`src/rtl/alu_if.sv`:
```
// alu_if: operand/opcode inputs and result outputs of the execute-stage ALU.
// Overflow exists only when ALU_OVF_EN is defined.
interface alu_if;
    logic [5:0]  opcode;
    logic [5:0]  funct;
    logic [31:0] A;
    logic [31:0] B;
    logic [3:0]  ALUop;
    logic [31:0] Out;
    logic [31:0] OutQ;
    logic        IllegalOp;
`ifdef ALU_OVF_EN
    logic        Overflow;
`endif

    modport master (
        output opcode,
        output funct,
        output A,
        output B,
        input  ALUop,
        input  Out,
        input  OutQ,
`ifdef ALU_OVF_EN
        input  Overflow,
`endif
        input  IllegalOp
    );

    modport slave (
        input  opcode,
        input  funct,
        input  A,
        input  B,
        output ALUop,
        output Out,
        output OutQ,
`ifdef ALU_OVF_EN
        output Overflow,
`endif
        output IllegalOp
    );
endinterface

```
`src/rtl/alu.sv`:
```
// alu: MIPS150 execute-stage ALU with built-in opcode/funct decode.
// Define ALU_OVF_EN to add the signed-overflow output for ADDU/SUBU.
module alu (
    input  logic Clock,
    input  logic Reset,
    alu_if.slave bus
);
    typedef enum logic [3:0] {
        OP_ADDU = 4'd0,
        OP_SUBU = 4'd1,
        OP_SLT  = 4'd2,
        OP_SLTU = 4'd3,
        OP_AND  = 4'd4,
        OP_OR   = 4'd5,
        OP_XOR  = 4'd6,
        OP_LUI  = 4'd7,
        OP_SLL  = 4'd8,
        OP_SRA  = 4'd9,
        OP_SRL  = 4'd10,
        OP_NOR  = 4'd11,
        OP_XXX  = 4'd15
    } alu_op_e;

    alu_op_e     op;
    logic [31:0] sum;
    logic [31:0] diff;
    logic [31:0] res;
    logic [4:0]  shamt;
    logic [31:0] out_q;
    logic        illegal_q;

    always_comb begin
        op = OP_XXX;
        if (bus.opcode == 6'b000000) begin
            unique case (bus.funct)
                6'b100001:            op = OP_ADDU;
                6'b100011:            op = OP_SUBU;
                6'b101010:            op = OP_SLT;
                6'b101011:            op = OP_SLTU;
                6'b100100:            op = OP_AND;
                6'b100101:            op = OP_OR;
                6'b100110:            op = OP_XOR;
                6'b100111:            op = OP_NOR;
                6'b000000, 6'b000100: op = OP_SLL;
                6'b000010, 6'b000110: op = OP_SRL;
                6'b000011, 6'b000111: op = OP_SRA;
                default:              op = OP_XXX;
            endcase
        end else begin
            // loads, stores and ADDIU all compute base + offset
            unique case (bus.opcode)
                6'b100000, 6'b100001, 6'b100011,
                6'b100100, 6'b100101, 6'b101000,
                6'b101001, 6'b101011, 6'b001001:
                    op = OP_ADDU;
                6'b001010: op = OP_SLT;
                6'b001011: op = OP_SLTU;
                6'b001100: op = OP_AND;
                6'b001101: op = OP_OR;
                6'b001110: op = OP_XOR;
                6'b001111: op = OP_LUI;
                default:   op = OP_XXX;
            endcase
        end
    end

    assign sum   = bus.A + bus.B;
    assign diff  = bus.A - bus.B;
    assign shamt = bus.A[4:0];

    always_comb begin
        res = 32'h0000_0000;
        unique case (op)
            OP_ADDU: res = sum;
            OP_SUBU: res = diff;
            OP_SLT:  res = {31'b0, $signed(bus.A) < $signed(bus.B)};
            OP_SLTU: res = {31'b0, bus.A < bus.B};
            OP_AND:  res = bus.A & bus.B;
            OP_OR:   res = bus.A | bus.B;
            OP_XOR:  res = bus.A ^ bus.B;
            OP_NOR:  res = ~(bus.A | bus.B);
            OP_LUI:  res = {bus.B[15:0], 16'h0000};
            OP_SLL:  res = bus.B << shamt;
            OP_SRL:  res = bus.B >> shamt;
            OP_SRA:  res = $unsigned($signed(bus.B) >>> shamt);
            default: res = 32'h0000_0000;
        endcase
    end

    assign bus.ALUop = op;
    assign bus.Out   = res;

`ifdef ALU_OVF_EN
    logic ovf;

    always_comb begin
        ovf = 1'b0;
        unique case (op)
            OP_ADDU: ovf = (bus.A[31] == bus.B[31]) &&
                           (sum[31] != bus.A[31]);
            OP_SUBU: ovf = (bus.A[31] != bus.B[31]) &&
                           (diff[31] != bus.A[31]);
            default: ovf = 1'b0;
        endcase
    end

    assign bus.Overflow = ovf;
`endif

    always_ff @(posedge Clock) begin
        if (Reset) begin
            out_q     <= 32'h0000_0000;
            illegal_q <= 1'b0;
        end else begin
            out_q     <= res;
            illegal_q <= illegal_q | (op == OP_XXX);
        end
    end

    assign bus.OutQ      = out_q;
    assign bus.IllegalOp = illegal_q;
endmodule

```
`src/flat_wrapper.sv`:
```
// flat-port wrapper written by rule: the top's interface ports become plain ports
module alu_flat 
  (Clock, Reset, bus_opcode, bus_funct, bus_A, bus_B, bus_ALUop, bus_Out, bus_OutQ, bus_IllegalOp);
  alu_if bus_i ();
  input  logic Clock;
  input  logic Reset;
  input wire logic [$bits(bus_i.opcode)-1:0] bus_opcode;
  input wire logic [$bits(bus_i.funct)-1:0] bus_funct;
  input wire logic [$bits(bus_i.A)-1:0] bus_A;
  input wire logic [$bits(bus_i.B)-1:0] bus_B;
  output wire logic [$bits(bus_i.ALUop)-1:0] bus_ALUop;
  output wire logic [$bits(bus_i.Out)-1:0] bus_Out;
  output wire logic [$bits(bus_i.OutQ)-1:0] bus_OutQ;
  output wire logic [$bits(bus_i.IllegalOp)-1:0] bus_IllegalOp;
  assign bus_i.opcode = bus_opcode;
  assign bus_i.funct = bus_funct;
  assign bus_i.A = bus_A;
  assign bus_i.B = bus_B;
  assign bus_ALUop = bus_i.ALUop;
  assign bus_Out = bus_i.Out;
  assign bus_OutQ = bus_i.OutQ;
  assign bus_IllegalOp = bus_i.IllegalOp;
  alu u_core (.Clock(Clock), .Reset(Reset), .bus(bus_i));
endmodule
```
`config.mk`:
```
export PLATFORM = sky130hd
export DESIGN_NAME = alu_flat
export DESIGN_NICKNAME = d
export VERILOG_FILES = /design/src/rtl/alu_if.sv /design/src/rtl/alu.sv /design/src/flat_wrapper.sv
export SDC_FILE = /design/constraint.sdc
export NUM_CORES = 1
export LEC_CHECK = 0
export CORE_MARGIN = 8
export CORE_UTILIZATION = 25
export DETAILED_ROUTE_END_ITERATION = 8
export DONT_BUFFER_PORTS = 1
export PLACE_DENSITY = 0.46
export SETUP_SLACK_MARGIN = 0.05
export SLEW_MARGIN = 10
export SYNTH_ARGS = -nofsm -noshare
export SYNTH_HDL_FRONTEND = slang
export SYNTH_SLANG_ARGS = --single-unit
```
`constraint.sdc`:
```
create_clock -name Clock -period 8.1 [get_ports Clock]
set_input_delay 1.62 -clock Clock [delete_from_list [all_inputs] [get_ports Clock]]
set_output_delay 1.62 -clock Clock [all_outputs]
set_load 0.01 [all_outputs]
```
Word level (Yosys, flattened, before mapping)
Memories as Yosys holds them, arrays and structs flattened.
Index checks and enable logic that the tools add are counted.
W data, S select, Z words.
Cells by class
  shifts and indexed selects: 3
  muxes and demuxes: 2
  reductions and logical operators: 2
  add/sub/neg operators: 2
  $lt $le $gt $ge: 2
  equal/unequal tests: 12
  bitwise gates (word level): 5
Operators with widths (number)
  $pmux W32 S12: 1
  $lt A32 B32 Y1: 2
  $add A32 B32 Y32: 1
  $and A32 B32 Y32: 1
  $not A32 Y32: 1
  $or A32 B32 Y32: 1
  $shl A32 B5 Y32: 1
  $shr A32 B5 Y32: 1
  $sshr A32 B5 Y32: 1
  $sub A32 B32 Y32: 1
  $xor A32 B32 Y32: 1
  $eq A4 B4 Y1 const B: 5
  $eq A4 B3 Y1 const B: 4
  $eq A4 B2 Y1 const B: 2
  $logic_not A6 Y1: 1
  $eq A4 B1 Y1 const B: 1
  $logic_not A4 Y1: 1
  $mux W4: 1
  $or A1 B1 Y1: 1
Storage, ports and cells
  memories: 2
  word-level logic and storage cells: 32
  ROM bits: 512
  flip-flop bits (word level): 33
  output and inout port bits: 69
Memories
  (name not given): depth 64, width 4, rd ports 1, clocked after memory_dff 0, wr ports 0, RTL line alu.sv:35  | unique case (bus.funct)
  (name not given): depth 64, width 4, rd ports 1, clocked after memory_dff 0, wr ports 0, RTL line alu.sv:51  | unique case (bus.opcode)

Depth between registers and ports, before layout
Gate-level depths: netlist (run 1).
  depth after elaboration: 4
  gate-level depth with buffers: 19
  mapped depth without buffers: 14

Worst setup path after synthesis (run 1)
Ideal clock, no wire load.
  path kind: input -> output
  start: input port bus_A[3]
  end: output port bus_Out[27]
  slack: 1.026 ns
  required time: 6.480 ns
  cell stages on the path: 16
  arrival time: 5.454 ns
  cells stage by stage: clkbuf_1 > inv_1 > clkbuf_1 > clkbuf_1 > clkbuf_1 > ha_1 > clkbuf_1 > nor3_1 > o21ai_0 > a2111oi_1 > a21oi_1 > o2111ai_1 > nand2_1 > o41ai_1 > o211ai_1 > a2111o_1
Between the ends
  cells in the longest elaborated chain, start to end: 2
  elaborated cells on any way between the ends: 6
RTL lines
  from (decl): RTL line flat_wrapper.sv:9  | input wire logic [$bits(bus_i.A)-1:0] bus_A;
  $sub A32 B32 Y32, or another cell as far along: RTL line alu.sv:68  | assign diff = bus.A - bus.B;
  $pmux W32 S12 *: RTL line alu.sv:73  | unique case (op)
  to (decl): RTL line flat_wrapper.sv:12  | output wire logic [$bits(bus_i.Out)-1:0] bus_Out;
Mark *: on every way between the ends. The rest lies on a longest branch, timed or not.

Final worst setup path (run 1)
  start: input port bus_opcode[0]
  end: output port bus_Out[16]
Between the ends
  cells in the longest elaborated chain, start to end: 4
  elaborated cells on any way between the ends: 16
RTL lines
  from (decl): RTL line flat_wrapper.sv:7  | input wire logic [$bits(bus_i.opcode)-1:0] bus_opcode;
  $mem_v2 Z64 W4 or $logic_not A6 Y1 (tied branches)
  $mux W4 *: RTL line alu.sv:34  | if (bus.opcode == 6'b000000) begin
  $eq A4 B4 Y1, or another cell as far along: RTL line alu.sv:73
  $pmux W32 S12 *: RTL line alu.sv:73
Marked as above.

==> results by group, run 1 <==
Synth
  – Synth top area share: 0.122
  – Distinct cells, synth: 91
  – EDFF count, synth: 0
  – Sequential-to-total area share from yosys stat: 0.0607
  – Top post-synthesis cells by area: ha_1, a21oi_1, nor2_1
  – Yosys reg bits: 33
  – Synthesized cell area: 10,900 um^2
  – Post-synthesis async set-or-reset flop share: 0
  – Syn Area/Cell: 6.64 um^2
  – Most used DFF post-synth: dfxtp_1
  – Post-Syn Instances: 1,639
  – YS warnings: 0
  – Synth area leader: ha_1
  – Post-Syn Nets: 1,825

STA
  – Max Transition Viols Final: 0
  – Slew headroom: 0.351
  – Slew at the pin closest to its max-slew limit: 949 ps
  – Final setup violation count: 0
  – Tcrit/Tclk final: 0.870
  – Final WS setup: 1050 ps
  – Fmax: 142 MHz
  – RSZ-0062 raised after global routing: no
  – Final Hold Viols: 0
  – Clock skew: 0 ps
  – Final min period: 7050 ps
  – Hold Slack: 549 ps
  – Final setup TNS: 0 ps

Routing
  – TritonRoute pass-1 iters: 5
  – Wire per inst: 28.0 um
  – Top Layer Used: met4
  – Via count: 13.0k
  – Remaining DRCs: 0
  – Met3 Wirelength: 6760 um
  – Met2 WL: 26,900 um
  – DR iter-0 viols: 1,662
  – Wire length on met1: 24,300 um
  – DRT antenna net count: 0
  – Routed WL: 60,000 um
  – Via density per instance: 6.05

Clocking
  – Total CTS buffers: 5
  – CTS H-tree depth: 2
  – CTS max path bufs: 2
  – Sink Count: 33
  – Clk pin slew, worst setup/hold paths: 50 ps
  – Post-cts sizing count: 0
  – Post-CTS setup buffers: 0
  – Clk Latency, worst-skew pair: 300 ps
  – CTS Root Cell: clkbuf_16
  – CTS tree: yes
  – Hold bufs inserted after CTS: 0

Power
  – Reg power frac: 0.163
  – Sw power: 0.555 mW
  – Sw frac: 0.493
  – Clock power share: 0.212
  – Logic gate share of total power: 0.625
  – PwrDens: 97.4 nW/um^2
  – Peak supply drop: 0.0000629 V
  – Leak: 4.70 nW
  – Power Internal: 0.571 mW

Critical path
  – Critical setup path kind: input pin to output pin
  – Max FO, Critical Path: 21
  – CP max stage delay: 890 ps
  – Buf/Inv on CP: 1
  – Crit-path cells: inv_1 > ha_1 > nor2b_2 > nor4b_2 > nor3_1 > nor2_4 > nand2_1 > o21ai_0 > a2111oi_0 > nand2_1
  – Critical path arrival: 5430 ps
  – Most used cell, CP: nand2_1
  – Data required, critical path: 6480 ps
  – Crit. End Element: output pin
  – Worst reg-to-reg setup slack: 7460 ps
  – CP startpoint kind: input pin
  – Worst path slowest cell: a2111oi_0
  – Top delay family on crit path: simple AND/OR/NAND/NOR gates

Place
  – Gpl congestion: 0.995
  – Pre-CTS setup slack: 1110 ps
  – Final HPWL DP: 46,500 um
  – IO buf count: 0

Cells and area
  – Fill cell total of the finished layout: 4,847
  – # nets final: 1,742
  – Area of the multi-input gates: 9340 um^2
  – Seq. cell area: 661 um^2
  – Layout cells sized above 1: 0.0739
  – Area Overhead vs Synth: 6.17%
  – Most frequent cells in the layout: nor2_1, a21oi_1, nand2_1
  – Most common cell after layout, fill and taps aside: nor2_1

Die
  – Initial Utilization: 0.253
  – Cell row count: 76
  – Core Region: 43,100 um^2
  – Die area: 50,500 um^2
  – IO Count: 147
  – DIE HEIGHT: 225 um
  – Die width: 225 um

Run
  – Max-Cap Viols: 0

Global route
  – Vias in the first global route: 12.0k
  – Total gr overflow: 0
  – First-pass GRT wire length: 86,100 um
  – Largest net degree at the start of global routing: 85
  – GRT Resource Usage Total: 0.226
  – Initial antenna violation count: 1

Min path
  – Hold WC Path Type: flip-flop to flip-flop

Status
  – Run status: finished, final reports clean
-- cells by family after synthesis --
group | share of synthesized area
muxes | 0.132
and+or+nand+nor | 0.224
xor gates and xnor gates | 0.0185
adders and majority gates | 0.125
buffers and inverters | 0.0829
DFF | 0.0607
AOI/OAI and AO/OA | 0.356
-- cell usage after synthesis (all sizes together) (18+ instances only) --
cell type  count
a22oi         21
ha           106
a211oi        38
nand2        151
inv          105
nor3          36
a21o          18
mux2i         72
buf           46
a31oi         27
a21oi        171
mux4          22
nand3         22
o22ai         29
mux2          20
clkbuf        77
o21ai        126
nor2         216
nor2b         38
o211ai        24
dfxtp         33
-- stage by stage --
stage,utilization,std cells,cell area [um^2],total power [mW]
2_1_floorplan,-,1639,10900,0.692
3_3_place_gp,0.264,2134,11400,0.877
3_5_place_dp,0.264,2134,11400,0.870
4_1_cts,0.268,2142,11600,1.12
5_1_grt,0.268,2142,11600,1.19
6_report,0.268,2144,11600,1.13
-- sequential cells by signal (all words and copies together) (netlist names) --
signal	flops
u_core.bus.IllegalOp	1
u_core.bus.OutQ	32
-- area by class of cell --
class	instances	share of cell area
multi-input combinational	1377	0.808
tap	585	0.0633
sequential	33	0.0571
inverter	106	0.0346
timing repair buffer	33	0.0214
clock buffer	7	0.0123
clock inverter	1	0.00260
antenna	2	0.000433
-- power by group through the flow --
stage | sequential (mW) | clock [mW] | combinational [mW]
final | 0.184 | 0.239 | 0.703
after global routing | 0.185 | 0.252 | 0.752
after CTS | 0.184 | 0.247 | 0.686
after detailed placement | 0.188 | 0 | 0.682
after global placement | 0.188 | 0 | 0.689
after floorplan | 0.186 | 0 | 0.506
-- path summary, 6_finish.rpt --
| check | startpoint | to | cells after the start |
|---|---|---|---|
| min | u_core.bus.IllegalOp$_SDFF_PP0_ | u_core.bus.IllegalOp$_SDFF_PP0_ | 2 |
| max reg2reg | u_core.bus.IllegalOp$_SDFF_PP0_ | u_core.bus.IllegalOp$_SDFF_PP0_ | 2 |
| max | bus_opcode[0] | bus_Out[16] | 10 |
| min reg2reg | u_core.bus.IllegalOp$_SDFF_PP0_ | u_core.bus.IllegalOp$_SDFF_PP0_ | 2 |
-- worst min-delay path: stages, from the launching register on --
cell and delay (ps):
dfxtp_1 380, a31oi_1 60, nor2_1 80
-- metal layers --
metal	up-vias	track usage
li1	5849	-
met1	6245	0.290
met2	766	0.359
met3	102	0.0653
met4	0	0.0747
met5	-	0
(Power assumes the default switching activity.)
==> run 2: changes to the inputs <==
CTS_CLUSTER_SIZE = 20   (was unset)
==> results of run 2 <==
Final layout, timing and power as in run 1 (identical DEF).
==> run 3: changes to the inputs <==
CORE_MARGIN = unset   (was 8)
CORE_UTILIZATION = 54   (was 25)
PLACE_DENSITY = 0.77   (was 0.46)
==> results by group, run 3 (synthesis results as in run 1) <==
Critical path
  – Worst reg-to-reg setup slack: 7460 ps (about the same)
  – Top delay family on crit path: compound AO/OA/AOI/OAI gates
  – Critical path arrival: 5230 ps (-200 ps)
  – CP max stage delay: 980 ps (+90 ps)
  – Crit. End Element: output pin
  – Buf/Inv on CP: 0 (-1)
  – Critical setup path kind: input pin to output pin
  – Crit-path cells: or3b_1 > o21ai_0 > nand2_1 > o21ai_1 > nor2_1 > a211o_1 > a222oi_1 > o211ai_1
  – R2R Path Start: u_core.bus.IllegalOp$_SDFF_PP0_
  – R2R depth: 2 (unchanged)
  – RR Endpoint: u_core.bus.IllegalOp$_SDFF_PP0_
  – Max FO, Critical Path: 12 (-43%)
  – Data required, critical path: 6480 ps (about the same)
  – CP startpoint kind: input pin
  – Worst path slowest cell: o21ai_1

Routing
  – Remaining DRCs: 0 (unchanged)
  – TritonRoute pass-1 iters: 7 (+2)
  – Routed WL: 51,900 um (-14%)
  – Wire per inst: 28.5 um (+1.9%)
  – Via density per instance: 7.43 (+23%)
  – Via count: 13.5k (+4.3%)
  – DR iter-0 viols: 2,199 (+32%)
  – DRT antenna net count: 0 (unchanged)

Min path
  – Hold Crit Start: u_core.bus.IllegalOp$_SDFF_PP0_
  – Worst Hold End: u_core.bus.IllegalOp$_SDFF_PP0_
  – Hold-critical path depth: 2 (unchanged)
  – Hold WC Path Type: flip-flop to flip-flop

Clocking
  – CTS max path bufs: 2 (unchanged)
  – CTS H-tree depth: 2 (unchanged)
  – CTS tree: yes
  – Post-CTS setup buffers: 0 (unchanged)
  – Hold bufs inserted after CTS: 0 (unchanged)
  – Post-cts sizing count: 0 (unchanged)
  – CTS Root Cell: clkbuf_16
  – Sink Count: 33 (unchanged)
  – Total CTS buffers: 5 (unchanged)
  – Clk Latency, worst-skew pair: 290 ps (about the same)
  – Clk pin slew, worst setup/hold paths: 60 ps (about the same)

Place
  – Gpl congestion: 1.10 (+10%)
  – Pre-CTS setup slack: 1380 ps (+273 ps)
  – Final HPWL DP: 38,600 um (-17%)
  – IO buf count: 0 (unchanged)

STA
  – Slew at the pin closest to its max-slew limit: 1140 ps (+190 ps)
  – Final setup TNS: 0 ps (unchanged)
  – Max Transition Viols Final: 0 (unchanged)
  – Fmax: 146 MHz (+2.9%)
  – Slew headroom: 0.235 (-0.116)
  – Final min period: 6850 ps (-196 ps)
  – RSZ-0062 raised after global routing: no
  – Hold Slack: 547 ps (-2.22 ps)
  – Final Hold Viols: 0 (unchanged)
  – Final setup violation count: 0 (unchanged)
  – Clock skew: 0 ps (unchanged)
  – Final WS setup: 1250 ps (+196 ps)
  – Tcrit/Tclk final: 0.846 (-0.0242)

Cells and area
  – Number of flip-flops in the largest register: 32 (unchanged)
  – Most frequent cells in the layout: nor2_1, a21oi_1, nand2_1
  – Layout cells sized above 1: 0.0702 (-0.00363)
  – Area Overhead vs Synth: 1.79%
  – # nets final: 1,737 (-0.29%)
  – Fill cell total of the finished layout: 2,007 (-59%)
  – Most common cell after layout, fill and taps aside: nor2_1

Global route
  – GRT Resource Usage Total: 0.492 (+0.267)
  – First-pass GRT wire length: 75,500 um (-12%)
  – Initial antenna violation count: 3 (+2)
  – Total gr overflow: 0 (unchanged)
  – Largest net degree at the start of global routing: 85 (unchanged)
  – Vias in the first global route: 12.2k (+2.4%)

Status
  – Run status: finished, final reports clean

Power
  – Leak: 4.66 nW (-0.84%)
  – Peak supply drop: 0.0000638 V (+1.4%)
  – PwrDens: 96.0 nW/um^2 (-1.4%)

Run
  – Max-Cap Viols: 0 (unchanged)

Die
  – IO Count: 147 (unchanged)
  – Die width: 144 um (-36%)
  – Die area: 20,700 um^2 (-59%)
  – Core Region: 19,600 um^2 (-55%)
  – DIE HEIGHT: 144 um (-36%)
  – Cell row count: 51 (-33%)
  – Initial Utilization: 0.556 (+0.303)
==> run 3: cell count changes in the layout (fill, tap and decap cells not counted) <==
cell,change
nor3_1,+1
clkbuf_8,-1
buf_4,-5
bufinv_16,-1
clkinv_2,+2
nor3_2,-1
==> run 3: worst register-to-register path, delay by kind of cell, from the launching register on <==
family	cells	cell delay, ps
flops	1	340
compound gates	1	140
simple gates	1	50
==> run 3: cell type report <==
type	instances	area, um^2	area share
Antenna cell	2	5.00	0.000452
Clock buffer	6	129	0.0116
Clock inverter	2	10.0	0.000903
Inverter	106	400	0.0361
Multi-Input combinational cell	1377	9340	0.842
Sequential cell	33	661	0.0596
Tap cell	265	332	0.0299
Timing Repair Buffer	28	210	0.0190
==> run 3: report_power, final <==
group	switching (mW)	internal, mW
clock	0.0832	0.113
sequential	0.00935	0.174
combinational	0.443	0.241
==> run 3: how the worst max path moves through the flow <==
stage,startpoint,endpoint,cells past startpoint
after floorplan,bus_A[3],bus_Out[27],16
after global placement,bus_opcode[5],bus_Out[14],8
after detailed placement,bus_opcode[5],bus_Out[14],8
after CTS,bus_opcode[5],bus_Out[14],8
after global routing,bus_opcode[5],bus_Out[14],8
final,bus_opcode[5],bus_Out[14],8
==> run 3: per-layer routing <==
layer | up-vias | part of all wire | GRT usage
li1 | 5843 | - | -
met1 | 6204 | 0.37 | 0.609
met2 | 1209 | 0.42 | 0.735
met3 | 262 | 0.14 | 0.138
met4 | 2 | 0.081 | 0.342
met5 | - | 0.00019 | 0
==> run 3: per-stage QoR <==
stage	power, mW	cells	instance area [um^2]	util
2_1_floorplan	0.692	1639	10900	-
3_3_place_gp	0.837	1809	10900	0.558
3_5_place_dp	0.837	1809	10900	0.558
4_1_cts	1.03	1817	11100	0.565
5_1_grt	1.11	1817	11100	0.565
6_report	1.06	1819	11100	0.566
